## config.mk

```make
export PLATFORM = sky130hd
export DESIGN_NAME = bigmul_operand_loader_flat
export DESIGN_NICKNAME = d
export VERILOG_FILES = /design/src/rtl/bigmul_operand_loader_if.sv /design/src/rtl/bigmul_operand_loader.sv /design/src/flat_wrapper.sv
export SDC_FILE = /design/constraint.sdc
export NUM_CORES = 1
export LEC_CHECK = 0
export ABC_AREA = 1
export CAP_MARGIN = 10
export CORE_ASPECT_RATIO = 0.8
export CORE_UTILIZATION = 35
export CTS_CLUSTER_SIZE = 20
export DETAILED_ROUTE_END_ITERATION = 10
export PLACE_DENSITY = 0.8
export RECOVER_POWER = 25
export SLEW_MARGIN = 30
export SYNTH_ARGS = -nofsm -noshare
export SYNTH_HDL_FRONTEND = slang
export SYNTH_SLANG_ARGS = --single-unit
```

## constraint.sdc

```tcl
create_clock -name clk -period 1.29 [get_ports clk]
set_input_delay 0.129 -clock clk [delete_from_list [all_inputs] [get_ports clk]]
set_output_delay 0.129 -clock clk [all_outputs]
set_load 0.01 [all_outputs]
```

## src/rtl/bigmul_operand_loader_if.sv

```systemverilog
// Operand-loader bus: limb stream in, limb-array write port and multiplier
// start/done handshake out.
//   master : loader side (drives in_ready, wr_*, mul_start, job_done)
//   slave  : environment side (drives in_valid/in_data/in_last, mul_busy/mul_done)
interface bigmul_operand_loader_if #(
  parameter int unsigned NUM_LIMBS = 64,
  parameter int unsigned LIMB_W    = 64
);
  localparam int unsigned IDX_W = (NUM_LIMBS > 1) ? $clog2(NUM_LIMBS) : 1;

  logic              in_valid;
  logic              in_ready;
  logic [LIMB_W-1:0] in_data;
  logic              in_last;

  logic              wr_en;
  logic              wr_sel;
  logic [IDX_W-1:0]  wr_idx;
  logic [LIMB_W-1:0] wr_data;

  logic              mul_start;
  logic              mul_busy;
  logic              mul_done;
  logic              job_done;

  modport master (
    input  in_valid, in_data, in_last, mul_busy, mul_done,
    output in_ready, wr_en, wr_sel, wr_idx, wr_data, mul_start, job_done
  );

  modport slave (
    output in_valid, in_data, in_last, mul_busy, mul_done,
    input  in_ready, wr_en, wr_sel, wr_idx, wr_data, mul_start, job_done
  );
endinterface

```

## src/rtl/bigmul_operand_loader.sv

```systemverilog
// Feeds bigmul_unit_csa: streams operand A then B limbs (LS limb first) into
// the multiplier limb arrays, zero-pads short operands, pulses mul_start and
// waits for mul_done before reporting job_done and accepting the next job.
// Ports:
//   clk, rst_n : clock (rising edge), asynchronous active-low reset
//   bus_io     : loader bus (stream in, limb write port, start/done handshake)
module bigmul_operand_loader #(
  parameter int unsigned NUM_LIMBS = 64,
  parameter int unsigned LIMB_W    = 64
) (
  input  logic                    clk,
  input  logic                    rst_n,
  bigmul_operand_loader_if.master bus_io
);
  localparam int unsigned IDX_W = (NUM_LIMBS > 1) ? $clog2(NUM_LIMBS) : 1;
  localparam logic [IDX_W-1:0] LAST_IDX = IDX_W'(NUM_LIMBS - 1);

  typedef enum logic [2:0] {
    S_LOAD_A,
    S_PAD_A,
    S_LOAD_B,
    S_PAD_B,
    S_FIRE,
    S_WAIT
  } state_e;

  state_e            state_q, state_d;
  logic [IDX_W-1:0]  idx_q, idx_d;
  logic              in_ready_q, in_ready_d;
  logic              wr_en_q, wr_en_d;
  logic              wr_sel_q, wr_sel_d;
  logic [IDX_W-1:0]  wr_idx_q, wr_idx_d;
  logic [LIMB_W-1:0] wr_data_q, wr_data_d;
  logic              mul_start_q, mul_start_d;
  logic              job_done_q, job_done_d;
  logic              accept_c;

  assign accept_c = bus_io.in_valid && in_ready_q;

  // State and output registers
  always_ff @(posedge clk or negedge rst_n) begin
    if (!rst_n) begin
      state_q     <= S_LOAD_A;
      idx_q       <= '0;
      in_ready_q  <= 1'b0;
      wr_en_q     <= 1'b0;
      wr_sel_q    <= 1'b0;
      wr_idx_q    <= '0;
      wr_data_q   <= '0;
      mul_start_q <= 1'b0;
      job_done_q  <= 1'b0;
    end else begin
      state_q     <= state_d;
      idx_q       <= idx_d;
      in_ready_q  <= in_ready_d;
      wr_en_q     <= wr_en_d;
      wr_sel_q    <= wr_sel_d;
      wr_idx_q    <= wr_idx_d;
      wr_data_q   <= wr_data_d;
      mul_start_q <= mul_start_d;
      job_done_q  <= job_done_d;
    end
  end

  // Next-state and registered-output logic
  always_comb begin
    state_d     = state_q;
    idx_d       = idx_q;
    wr_en_d     = 1'b0;
    wr_sel_d    = wr_sel_q;
    wr_idx_d    = wr_idx_q;
    wr_data_d   = wr_data_q;
    mul_start_d = 1'b0;
    job_done_d  = 1'b0;

    case (state_q)
      S_LOAD_A, S_LOAD_B: begin
        if (accept_c) begin
          wr_en_d   = 1'b1;
          wr_sel_d  = (state_q == S_LOAD_B);
          wr_idx_d  = idx_q;
          wr_data_d = bus_io.in_data;
          // The top limb closes the operand whether or not in_last is set.
          if (idx_q == LAST_IDX) begin
            idx_d   = '0;
            state_d = (state_q == S_LOAD_A) ? S_LOAD_B : S_FIRE;
          end else begin
            idx_d = idx_q + IDX_W'(1);
            if (bus_io.in_last) begin
              state_d = (state_q == S_LOAD_A) ? S_PAD_A : S_PAD_B;
            end
          end
        end
      end

      S_PAD_A, S_PAD_B: begin
        wr_en_d   = 1'b1;
        wr_sel_d  = (state_q == S_PAD_B);
        wr_idx_d  = idx_q;
        wr_data_d = '0;
        if (idx_q == LAST_IDX) begin
          idx_d   = '0;
          state_d = (state_q == S_PAD_A) ? S_LOAD_B : S_FIRE;
        end else begin
          idx_d = idx_q + IDX_W'(1);
        end
      end

      // The final write is already on the port while in FIRE, so the
      // registered start lands one cycle after it at the earliest.
      S_FIRE: begin
        if (!bus_io.mul_busy) begin
          mul_start_d = 1'b1;
          state_d     = S_WAIT;
        end
      end

      S_WAIT: begin
        if (bus_io.mul_done) begin
          job_done_d = 1'b1;
          idx_d      = '0;
          state_d    = S_LOAD_A;
        end
      end

      default: begin
        state_d = S_LOAD_A;
        idx_d   = '0;
      end
    endcase

    in_ready_d = (state_d == S_LOAD_A) || (state_d == S_LOAD_B);
  end

  assign bus_io.in_ready  = in_ready_q;
  assign bus_io.wr_en     = wr_en_q;
  assign bus_io.wr_sel    = wr_sel_q;
  assign bus_io.wr_idx    = wr_idx_q;
  assign bus_io.wr_data   = wr_data_q;
  assign bus_io.mul_start = mul_start_q;
  assign bus_io.job_done  = job_done_q;
endmodule

```

## src/flat_wrapper.sv

```systemverilog
// flat-port wrapper written by rule: the top's interface ports become plain ports
module bigmul_operand_loader_flat 
#(
  parameter int unsigned NUM_LIMBS = 64,
  parameter int unsigned LIMB_W    = 64
)
  (clk, rst_n, bus_io_in_valid, bus_io_in_data, bus_io_in_last, bus_io_mul_busy, bus_io_mul_done, bus_io_in_ready, bus_io_wr_en, bus_io_wr_sel, bus_io_wr_idx, bus_io_wr_data, bus_io_mul_start, bus_io_job_done);
  bigmul_operand_loader_if #(.NUM_LIMBS(NUM_LIMBS), .LIMB_W(LIMB_W)) bus_io_i ();
  input  logic clk;
  input  logic rst_n;
  input wire logic [$bits(bus_io_i.in_valid)-1:0] bus_io_in_valid;
  input wire logic [$bits(bus_io_i.in_data)-1:0] bus_io_in_data;
  input wire logic [$bits(bus_io_i.in_last)-1:0] bus_io_in_last;
  input wire logic [$bits(bus_io_i.mul_busy)-1:0] bus_io_mul_busy;
  input wire logic [$bits(bus_io_i.mul_done)-1:0] bus_io_mul_done;
  output wire logic [$bits(bus_io_i.in_ready)-1:0] bus_io_in_ready;
  output wire logic [$bits(bus_io_i.wr_en)-1:0] bus_io_wr_en;
  output wire logic [$bits(bus_io_i.wr_sel)-1:0] bus_io_wr_sel;
  output wire logic [$bits(bus_io_i.wr_idx)-1:0] bus_io_wr_idx;
  output wire logic [$bits(bus_io_i.wr_data)-1:0] bus_io_wr_data;
  output wire logic [$bits(bus_io_i.mul_start)-1:0] bus_io_mul_start;
  output wire logic [$bits(bus_io_i.job_done)-1:0] bus_io_job_done;
  assign bus_io_i.in_valid = bus_io_in_valid;
  assign bus_io_i.in_data = bus_io_in_data;
  assign bus_io_i.in_last = bus_io_in_last;
  assign bus_io_i.mul_busy = bus_io_mul_busy;
  assign bus_io_i.mul_done = bus_io_mul_done;
  assign bus_io_in_ready = bus_io_i.in_ready;
  assign bus_io_wr_en = bus_io_i.wr_en;
  assign bus_io_wr_sel = bus_io_i.wr_sel;
  assign bus_io_wr_idx = bus_io_i.wr_idx;
  assign bus_io_wr_data = bus_io_i.wr_data;
  assign bus_io_mul_start = bus_io_i.mul_start;
  assign bus_io_job_done = bus_io_i.job_done;
  bigmul_operand_loader #(.NUM_LIMBS(NUM_LIMBS), .LIMB_W(LIMB_W)) u_core (.clk(clk), .rst_n(rst_n), .bus_io(bus_io_i));
endmodule
```

## Yosys cells after proc, flatten, opt, wreduce, memory -nomap -nowiden

Cells that the tools add are included.

- Input port bits: 70
- Output and inout bits: 75
- Memory bits (read-only): 0
- Bits in latches: 0
- Memories kept: 0
- Register bits after elaboration: 84
- Memory bits (writable): 0

- Div/mod/pow operators: 0
- Bitwise gates (word level): 1
- Add/subtract/negate cells: 1
- Shifts and indexed selects: 0
- Reduce and logical (&&, ||, !) cells: 9
- Magnitude comparators: 0
- Mux-type cells: 26
- Multipliers: 0
- Equality and inequality tests: 9

Operators by type and width:

| kind | number |
|---|---|
| 64-bit one-hot mux with 2 select lines | 1 |
| 64-bit 2-to-1 mux | 1 |
| 3-bit 2-to-1 mux | 8 |
| 6-bit 2-to-1 mux | 4 |
| 6-bit one-hot mux with 4 select lines | 1 |
| 3-bit one-hot mux with 4 select lines | 1 |
| 6-bit one-hot mux with 2 select lines | 1 |
| 3-bit by 2-bit equality test with 1-bit output, second input constant | 3 |
| 6-bit by 1-bit adder with 6-bit output, second input constant | 1 |
| 3-bit equality test, second input constant | 2 |
| 6-bit equality test, second input constant | 1 |
| 3-bit logical NOT | 2 |
| 1-bit 2-to-1 mux | 6 |
| 1-bit one-hot mux with 2 select lines | 2 |
| 2-bit OR reduction | 2 |
| 3-bit by 1-bit equality test with 1-bit output, second input constant | 1 |
| 3-bit AND reduction | 1 |
| 2-bit 2-to-1 mux | 1 |
| 2-bit by 1-bit inequality test with 1-bit output, second input constant | 1 |
| 2-bit inequality test, second input constant | 1 |
| 2-bit AND reduction | 1 |
| 2-bit nonzero test | 1 |
| 1-bit logical AND | 1 |
| 1-bit logical OR | 1 |
| 1-bit inverter | 1 |

## Logic depth before layout (Yosys ltp)

Gate-level depths: netlist of run 1.

- Word-level depth: 8
- Mapped depth: 8

## Worst setup path before layout of run 1

No wires, ideal clock.

- Kind: register to register
- From: register u_core.idx_q[0]
- To: register u_core.in_ready_q (netlist: u_core.bus_io.in_ready)
- Library setup time: 0.116 ns
- Period minus slack after synthesis: 1.265 ns
- Arrival: 1.149 ns
- Cell stages (with the launch flop): 9
- Data required time: 1.174 ns
- Path buffers: 0
- Slack: 0.025 ns
- Cells stage by stage: dfrtp_1 -> ha_1 -> nand2_1 -> nor2_1 -> nand2_1 -> nor2_1 -> nand2_1 -> nand3b_1 -> nor2_1

- Word-level cells in the longest chain between the ends: 6
- Elaborated cells on any way between the ends: 8
- Classes of those cells: 2 x eq/ne; 4 x mux; 2 x reduce/logical

Ends and longest elaborated chain:

| element | RTL line | text |
|---|---|---|
| start, declared | bigmul_operand_loader.sv:28 | `logic [IDX_W-1:0] idx_q, idx_d;` |
| start signal, assigned | bigmul_operand_loader.sv:54 | `idx_q <= idx_d;` |
| 6-bit equality test * | bigmul_operand_loader.sv:84, bigmul_operand_loader.sv:101 |  |
| 3-bit 2-to-1 mux | bigmul_operand_loader.sv:84 | `if (idx_q == LAST_IDX) begin` |
| 3-bit 2-to-1 mux | bigmul_operand_loader.sv:78 | `if (accept_c) begin` |
| 3-bit one-hot mux with 4 select lines * | bigmul_operand_loader.sv:76 | `case (state_q)` |
| via u_core.state_d[2] | bigmul_operand_loader.sv:27 | `state_e state_q, state_d;` |
| 3-bit by 2-bit equality test with 1-bit output or 3-bit logical NOT (tied branches) | bigmul_operand_loader.sv:132 | `in_ready_d = (state_d == S_LOAD_A) \|\| (state_d == S_LOAD_B);` |
| 1-bit logical OR * | bigmul_operand_loader.sv:132 |  |
| via u_core.in_ready_d | bigmul_operand_loader.sv:29 | `logic in_ready_q, in_ready_d;` |
| end signal, assigned | bigmul_operand_loader.sv:55 | `in_ready_q <= in_ready_d;` |
| end, declared | bigmul_operand_loader.sv:29 |  |

The timed path passes the listed nets; every way through them passes the cells marked *.
A chain may end at the register's enable or synchronous reset.

## Worst setup path in the final report of run 1

- From: register u_core.idx_q[1]
- To: register u_core.in_ready_q (netlist: u_core.bus_io.in_ready)

The elaborated chain is that of the path after synthesis.

==> flow_summary.toml, run 1 <==
[yosys]
synth_top_area_share_pct = 60.1
synthTopCellsByCount = "nand2_1, dfrtp_1, nand3_1"
yosys-top-cells-area = "dfrtp_1, nand2_1, nand3_1"
ys_seq_area_share_pct = 60.1
syn_inst = 399
syn_area_um2 = 3500
yosysMostFrequentCell = "nand2_1"
yosys_register_bits = 84
syn_avg_cell_area_um2 = 8.77
yosysWarnings = 0
yosysUniqueCellTypes = 20
synth_edf_count = 0
synthArstFlopShare_pct = 100
syn_nets = 470
ys.flop_type = "dfrtp_1"
synth_area_leader_cell = "dfrtp_1"

[run_status]
status = "finished, violations left"
violations = "setup timing"

[critical_path]
worstSetupStartpointType = "flip-flop"
startpoint = "u_core.idx_q[1]"
r2r_start = "u_core.idx_q[1]"
critPathMaxFanout = 5
worstSetupEndpointType = "flip-flop"
critPathRequiredTime_ns = 1.50
worstPathArrival_ns = 1.53
crit_type = "flip-flop to flip-flop"

[pwr]
switching_share_pct = 32.7
ir_worst_vdd_v = 0.000596
power_density_nw_per_um2 = 1530
p_int_mw = 5.94
switching_power_mw = 2.89
p_leak_nw = 3.19
p_clk_share_pct = 29.7
seqPwrFrac_pct = 37.5
combPwrFrac_pct = 32.9

[placement]
hpwl_um = 6400
port_buffers = 144
gp_congestion = 0.878
placedCellCount = 677

[layout]
drive_above_1_share_pct = 17.1
regArea_um2 = 2100
nets = 634
fillers = 882
multi_input_area_um2 = 1390
instances_no_fill = 704
diodes = 0
syn2layout_area_growth_pct = 65.4

[global_route]
grt_usage_pct = 18.4
grt_pass1_vias = 3161
grt_pass1_wl_um = 15200
overflow = 0
grt_max_degree = 85
grt_antenna_before_repair = 0

[clock_tree]
cts_tree = "built"
cts_max_level = 3
cts.reportedPaths.clkPinSlew_ns = 0.06
clockRootBuffer = "clkbuf_16"
clock_latency_ns = 0.32
cts_sinks = 84
cts_buffers = 9
cts.path.max_buffers = 2

[detailed_routing]
via_per_inst = 4.69
post_drt_wl_per_cell_um = 14.4
drt-total-wl_um = 10100
drt_first_pass_iters = 5
dr_total_vias = 3301
final_antenna_net_count = 0
drc = 0
drtIter0Drc = 189

[sta]
slew_headroom_pct = 47.5
min_period_ns = 1.32
tightestPinTransition_ns = 0.788
fmax_mhz = 757
fin_hold_ws_ns = 0.334
slew_violations = 0
hold_viol_final = 0
fin_crit_sh_pct = 102
skew_ns = 0.00743
setup_viol = 2
rsz0062_at_grt = "yes"
setup_tns_ns = -0.0406
worst_slack_ns = -0.0311

[floorplan]
die-area_um2 = 10400
die_width_um = 114
start_util_pct = 36.1
die_y_um = 91.4
ioPinCount = 145
coreArea_um2 = 9690
fp-row-count = 32

[min_path]
min_from = "bus_io_in_data[37]"
hp-class = "input pin to flip-flop"

[job]
drv_cap = 0
state kept, by name, summed over array words and instances, names as in the netlist:
signal and flops:
u_core.bus_io.in_ready 1, u_core.idx_q 6, u_core.bus_io.mul_start 1, u_core.bus_io.wr_sel 1, u_core.state_q 3, u_core.bus_io.wr_idx 6, u_core.bus_io.wr_data 64, u_core.bus_io.job_done 1
u_core.bus_io.wr_en 1
cells by family after synthesis:
| group | synth area share, % |
|---|---|
| AO/OA/AOI/OAI | 2.15 |
| AND/OR/NAND/NOR | 31.6 |
| flip-flops | 60.1 |
| buffers and inverters | 5.86 |
| adder cells (fa/ha/maj) | 0.357 |
path summary, 6_finish.rpt:
kind,to,cells past startpoint,slack (ns)
max,u_core.bus_io.in_ready,8,-0.03
min,u_core.bus_io.wr_data[37],3,0.33
max reg2reg,u_core.bus_io.in_ready,8,-0.03
min reg2reg,u_core.bus_io.wr_data[6],2,0.49
max in group asynchronous,u_core.state_q[2],3,0.20
min in group asynchronous,u_core.bus_io.wr_data[54],3,0.52
critical path: stages (launching register included):
cell and delay [ns]:
dfrtp_1 0.41, ha_4 0.18, nand2_4 0.06, nor2_4 0.14
nand2_4 0.09, nor2_4 0.13, nand2_2 0.05, nand3b_1 0.10
nor2_1 0.06
final cells by class:
| class | count | share of cell area (%) |
|---|---|---|
| flip-flops and latches | 84 | 36.4 |
| clock inverters | 4 | 0.973 |
| well taps | 136 | 2.94 |
| clock buffers | 12 | 4.43 |
| multi-input cells | 277 | 23.9 |
| repair buffers | 176 | 30.1 |
| inverters | 15 | 1.23 |
stage by stage:
step / total power [mW] / cell area [um2] / utilization (%) / setup slack (ns)
6_report: 8.83 / 5790 / 59.7 / -0.0311
5_1_grt: 9.37 / 5790 / 59.7 / -0.114
4_1_cts: 8.46 / 5430 / 56.0 / -0.0226
3_5_place_dp: 5.93 / 5170 / 53.3 / -0.137
3_3_place_gp: 5.86 / 5170 / 53.3 / -0.0830
2_1_floorplan: 4.59 / 3500 / - / 0.0249
cell usage in the layout, fill, tap and decap left out, drive strengths merged, types with 2 or more instances in the layout:
master           n
nand2          162
dfrtp           84
dlygate4sd2     74
nand3           72
clkdlybuf4s50   68
buf             29
nor2            21
clkbuf          16
inv             15
o21ai            9
a21oi            6
clkinv           3
nand3b           2
nand4            2
nor3             2
what timing repair did:
item	4_1_cts	5_1_grt
setup buffers	0	4
hold buffers	1	0
hold endpoints to repair	84	0
pin swaps	3	22
gates cloned	0	6
resized for setup	86	68
endpoints found under the setup margin	148	81
metal layers:
layer | vias up | share of wire, % | global-route usage, %
li1 | 1605 | - | -
met1 | 1550 | 45 | 24.2
met2 | 142 | 47 | 29.2
met3 | 4 | 7.8 | 6.07
met4 | 0 | 0.39 | 4.65
met5 | - | 0 | 0
power groups by stage:
| stage | Sequential (mW) | Clock [mW] | Combinational, mW |
|---|---|---|---|
| floorplan | 3.43 | 0 | 1.17 |
| global placement | 3.29 | 0 | 2.57 |
| detailed placement | 3.30 | 0 | 2.63 |
| CTS | 3.26 | 2.69 | 2.50 |
| global route | 3.36 | 2.81 | 3.19 |
| finish | 3.31 | 2.62 | 2.90 |
Power figures use the tool's default switching activity.
==> run 2: changes to the inputs <==
--- a/config.mk
+++ b/config.mk
@@ -8,12 +8,13 @@
 export ABC_AREA = 1
 export CAP_MARGIN = 10
 export CORE_ASPECT_RATIO = 0.8
-export CORE_UTILIZATION = 35
+export CORE_UTILIZATION = 39
 export CTS_CLUSTER_SIZE = 20
 export DETAILED_ROUTE_END_ITERATION = 10
-export PLACE_DENSITY = 0.8
+export PLACE_DENSITY = 0.87
 export RECOVER_POWER = 25
 export SLEW_MARGIN = 30
 export SYNTH_ARGS = -nofsm -noshare
 export SYNTH_HDL_FRONTEND = slang
 export SYNTH_SLANG_ARGS = --single-unit
+export TNS_END_PERCENT = 30
==> run 2 against run 1 <==
  * Largest power group unchanged
  * Cell area fell by 6.9%
  * Die area down 10%
  * Worst setup slack better by 0.0076 ns
  * Highest routed layer unchanged
  * The run still ends with setup timing left
  * Clock-buffer cell count unchanged
  * Clock skew grew 0.0062 ns
  * Sequential cell count is the same
  * Non-clock buffer count fell by 6
  * Register-to-register slack about the same
==> flow_summary.toml, run 2 (synthesized netlist as in run 1, its figures left out) <==
[critical_path]
rrSetupSlack_ns = -0.02
r2r_start = "u_core.idx_q[0]"
crit_path_top_delay_cell = "dfrtp_1"
critPathMaxFanout = 5
critPathRequiredTime_ns = 1.52
setup.worst_path.end = "u_core.bus_io.in_ready"
worstSetupStartpointType = "flip-flop"
crit_type = "flip-flop to flip-flop"
r2r_cells = 8
worstSetupEndpointType = "flip-flop"
worstPathArrival_ns = 1.55
reg2reg_to = "u_core.bus_io.in_ready"
startpoint = "u_core.idx_q[0]"
max_stage_delay_ns = 0.37
path_cells = "ha_2 > nand2_2 > nor2_4 > nand2_4 > nor2_4 > nand2_2 > nand3b_1 > nor2_2"

[detailed_routing]
post_drt_wl_per_cell_um = 14.6
final_antenna_net_count = 0
drc = 0
drtIter0Drc = 241
drt-total-wl_um = 9810
drt_first_pass_iters = 4
via_per_inst = 4.98
dr_total_vias = 3354

[placement]
port_buffers = 144
placedCellCount = 653
hpwl_um = 6620
gp_congestion = 0.854
dpl-instance-area_um2 = 5140

[floorplan]
die_width_um = 108
coreArea_um2 = 8600
ioPinCount = 145
fp-row-count = 30
start_util_pct = 40.7
die_y_um = 86.7
die-area_um2 = 9360

[min_path]
hp-class = "input pin to flip-flop"

[global_route]
grt_usage_pct = 20.7
overflow = 0
grt_pass1_wl_um = 15100
grt_antenna_before_repair = 0
grt_max_degree = 85
grt_pass1_vias = 3192

[run_status]
status = "finished, violations left"
violations = "setup timing"

[sta]
rsz0062_at_grt = "yes"
setup_viol = 2
skew_ns = 0.0136
worst_slack_ns = -0.0236
min_period_ns = 1.31
slew_violations = 0
slew_headroom_pct = 50.0
fmax_mhz = 761
fin_crit_sh_pct = 102
tightestPinTransition_ns = 0.750
hold_viol_final = 0
fin_hold_ws_ns = 0.309

[job]
drv_cap = 0

[clock_tree]
clockRootBuffer = "clkbuf_8"
cts_sinks = 84
clock_latency_ns = 0.35
cts.reportedPaths.clkPinSlew_ns = 0.09
cts.path.max_buffers = 2
cts_max_level = 3
cts_tree = "built"
cts_buffers = 9

[layout]
nets = 629
layout_commonest_cell = "nand2_1"
syn2layout_area_growth_pct = 54.0
drive_above_1_share_pct = 11.7
diodes = 0
stdcell_area_um2 = 5390
largest_reg_flops = 64
instances_no_fill = 674
final_cell_mix = "nand2_1, dfrtp_1, dlygate4sd2_1"

[pwr]
ir_worst_vdd_v = 0.000620
power_density_nw_per_um2 = 1420
p_leak_nw = 3.06
[run 2: metrics by stage]
stage | setup WS, ns | total power, mW | utilization (%) | setup TNS, ns
after floorplan | 0.0249 | 4.59 | - | 0
after global placement | -0.0602 | 5.75 | 59.8 | -1.58
after detailed placement | -0.109 | 5.83 | 59.8 | -3.02
after CTS | -0.0168 | 7.43 | 61.2 | -0.0326
after global routing | -0.131 | 8.12 | 62.7 | -2.98
final | -0.0236 | 7.65 | 62.7 | -0.0238
[run 2: critical path: cells and delay by family, from the launching register on]
family                   cells  cell delay [ns]
AND/OR/NAND/NOR              7             0.62
flip-flops                   1             0.37
adder cells (fa/ha/maj)      1             0.22
[run 2: worst min-delay path by stage]
stage	startpoint	endpoint	slack [ns]	cells after the start
floorplan	rst_n	u_core.bus_io.in_ready	-0.17	0
global placement	rst_n	u_core.bus_io.wr_data[54]	0.19	2
detailed placement	rst_n	u_core.bus_io.wr_data[54]	0.20	2
CTS	bus_io_in_data[4]	u_core.bus_io.wr_data[4]	0.30	3
global route	bus_io_in_data[42]	u_core.bus_io.wr_data[42]	0.30	3
finish	bus_io_in_data[4]	u_core.bus_io.wr_data[4]	0.31	3
[run 2: cell type report]
type | instances | area, um2
fillers | 735 | 3210
repair buffers | 170 | 1630
flip-flops and latches | 84 | 2100
well taps | 112 | 140
inverters | 15 | 63.8
clock buffers | 12 | 155
multi-input cells | 278 | 1280
clock inverters | 3 | 21.3
[run 2: routing by layer]
metal	track usage, %	share of wire, %	routed length, um	up-vias
met1	25.9	41	4050	1576
li1	-	-	-	1590
met4	4.36	0.98	96	0
met3	7.22	9.5	929	10
met5	0	0	0	-
met2	34.7	48	4730	178
[run 2: what timing repair did]
item,in CTS,in global routing
endpoints found under the hold margin,84,0
gates resized for setup,81,29
hold buffers,1,0
setup endpoints to repair,82,79
pin swaps,6,9
cloned,0,3
setup buffers,2,0
[run 2: power by group]
part / internal (mW) / switching, mW / leakage (nW)
sequential: 3.02 / 0.247 / 1.14
clock: 0.800 / 0.913 / 0.0889
combinational: 1.16 / 1.51 / 1.84
total: 4.97 / 2.67 / 3.06
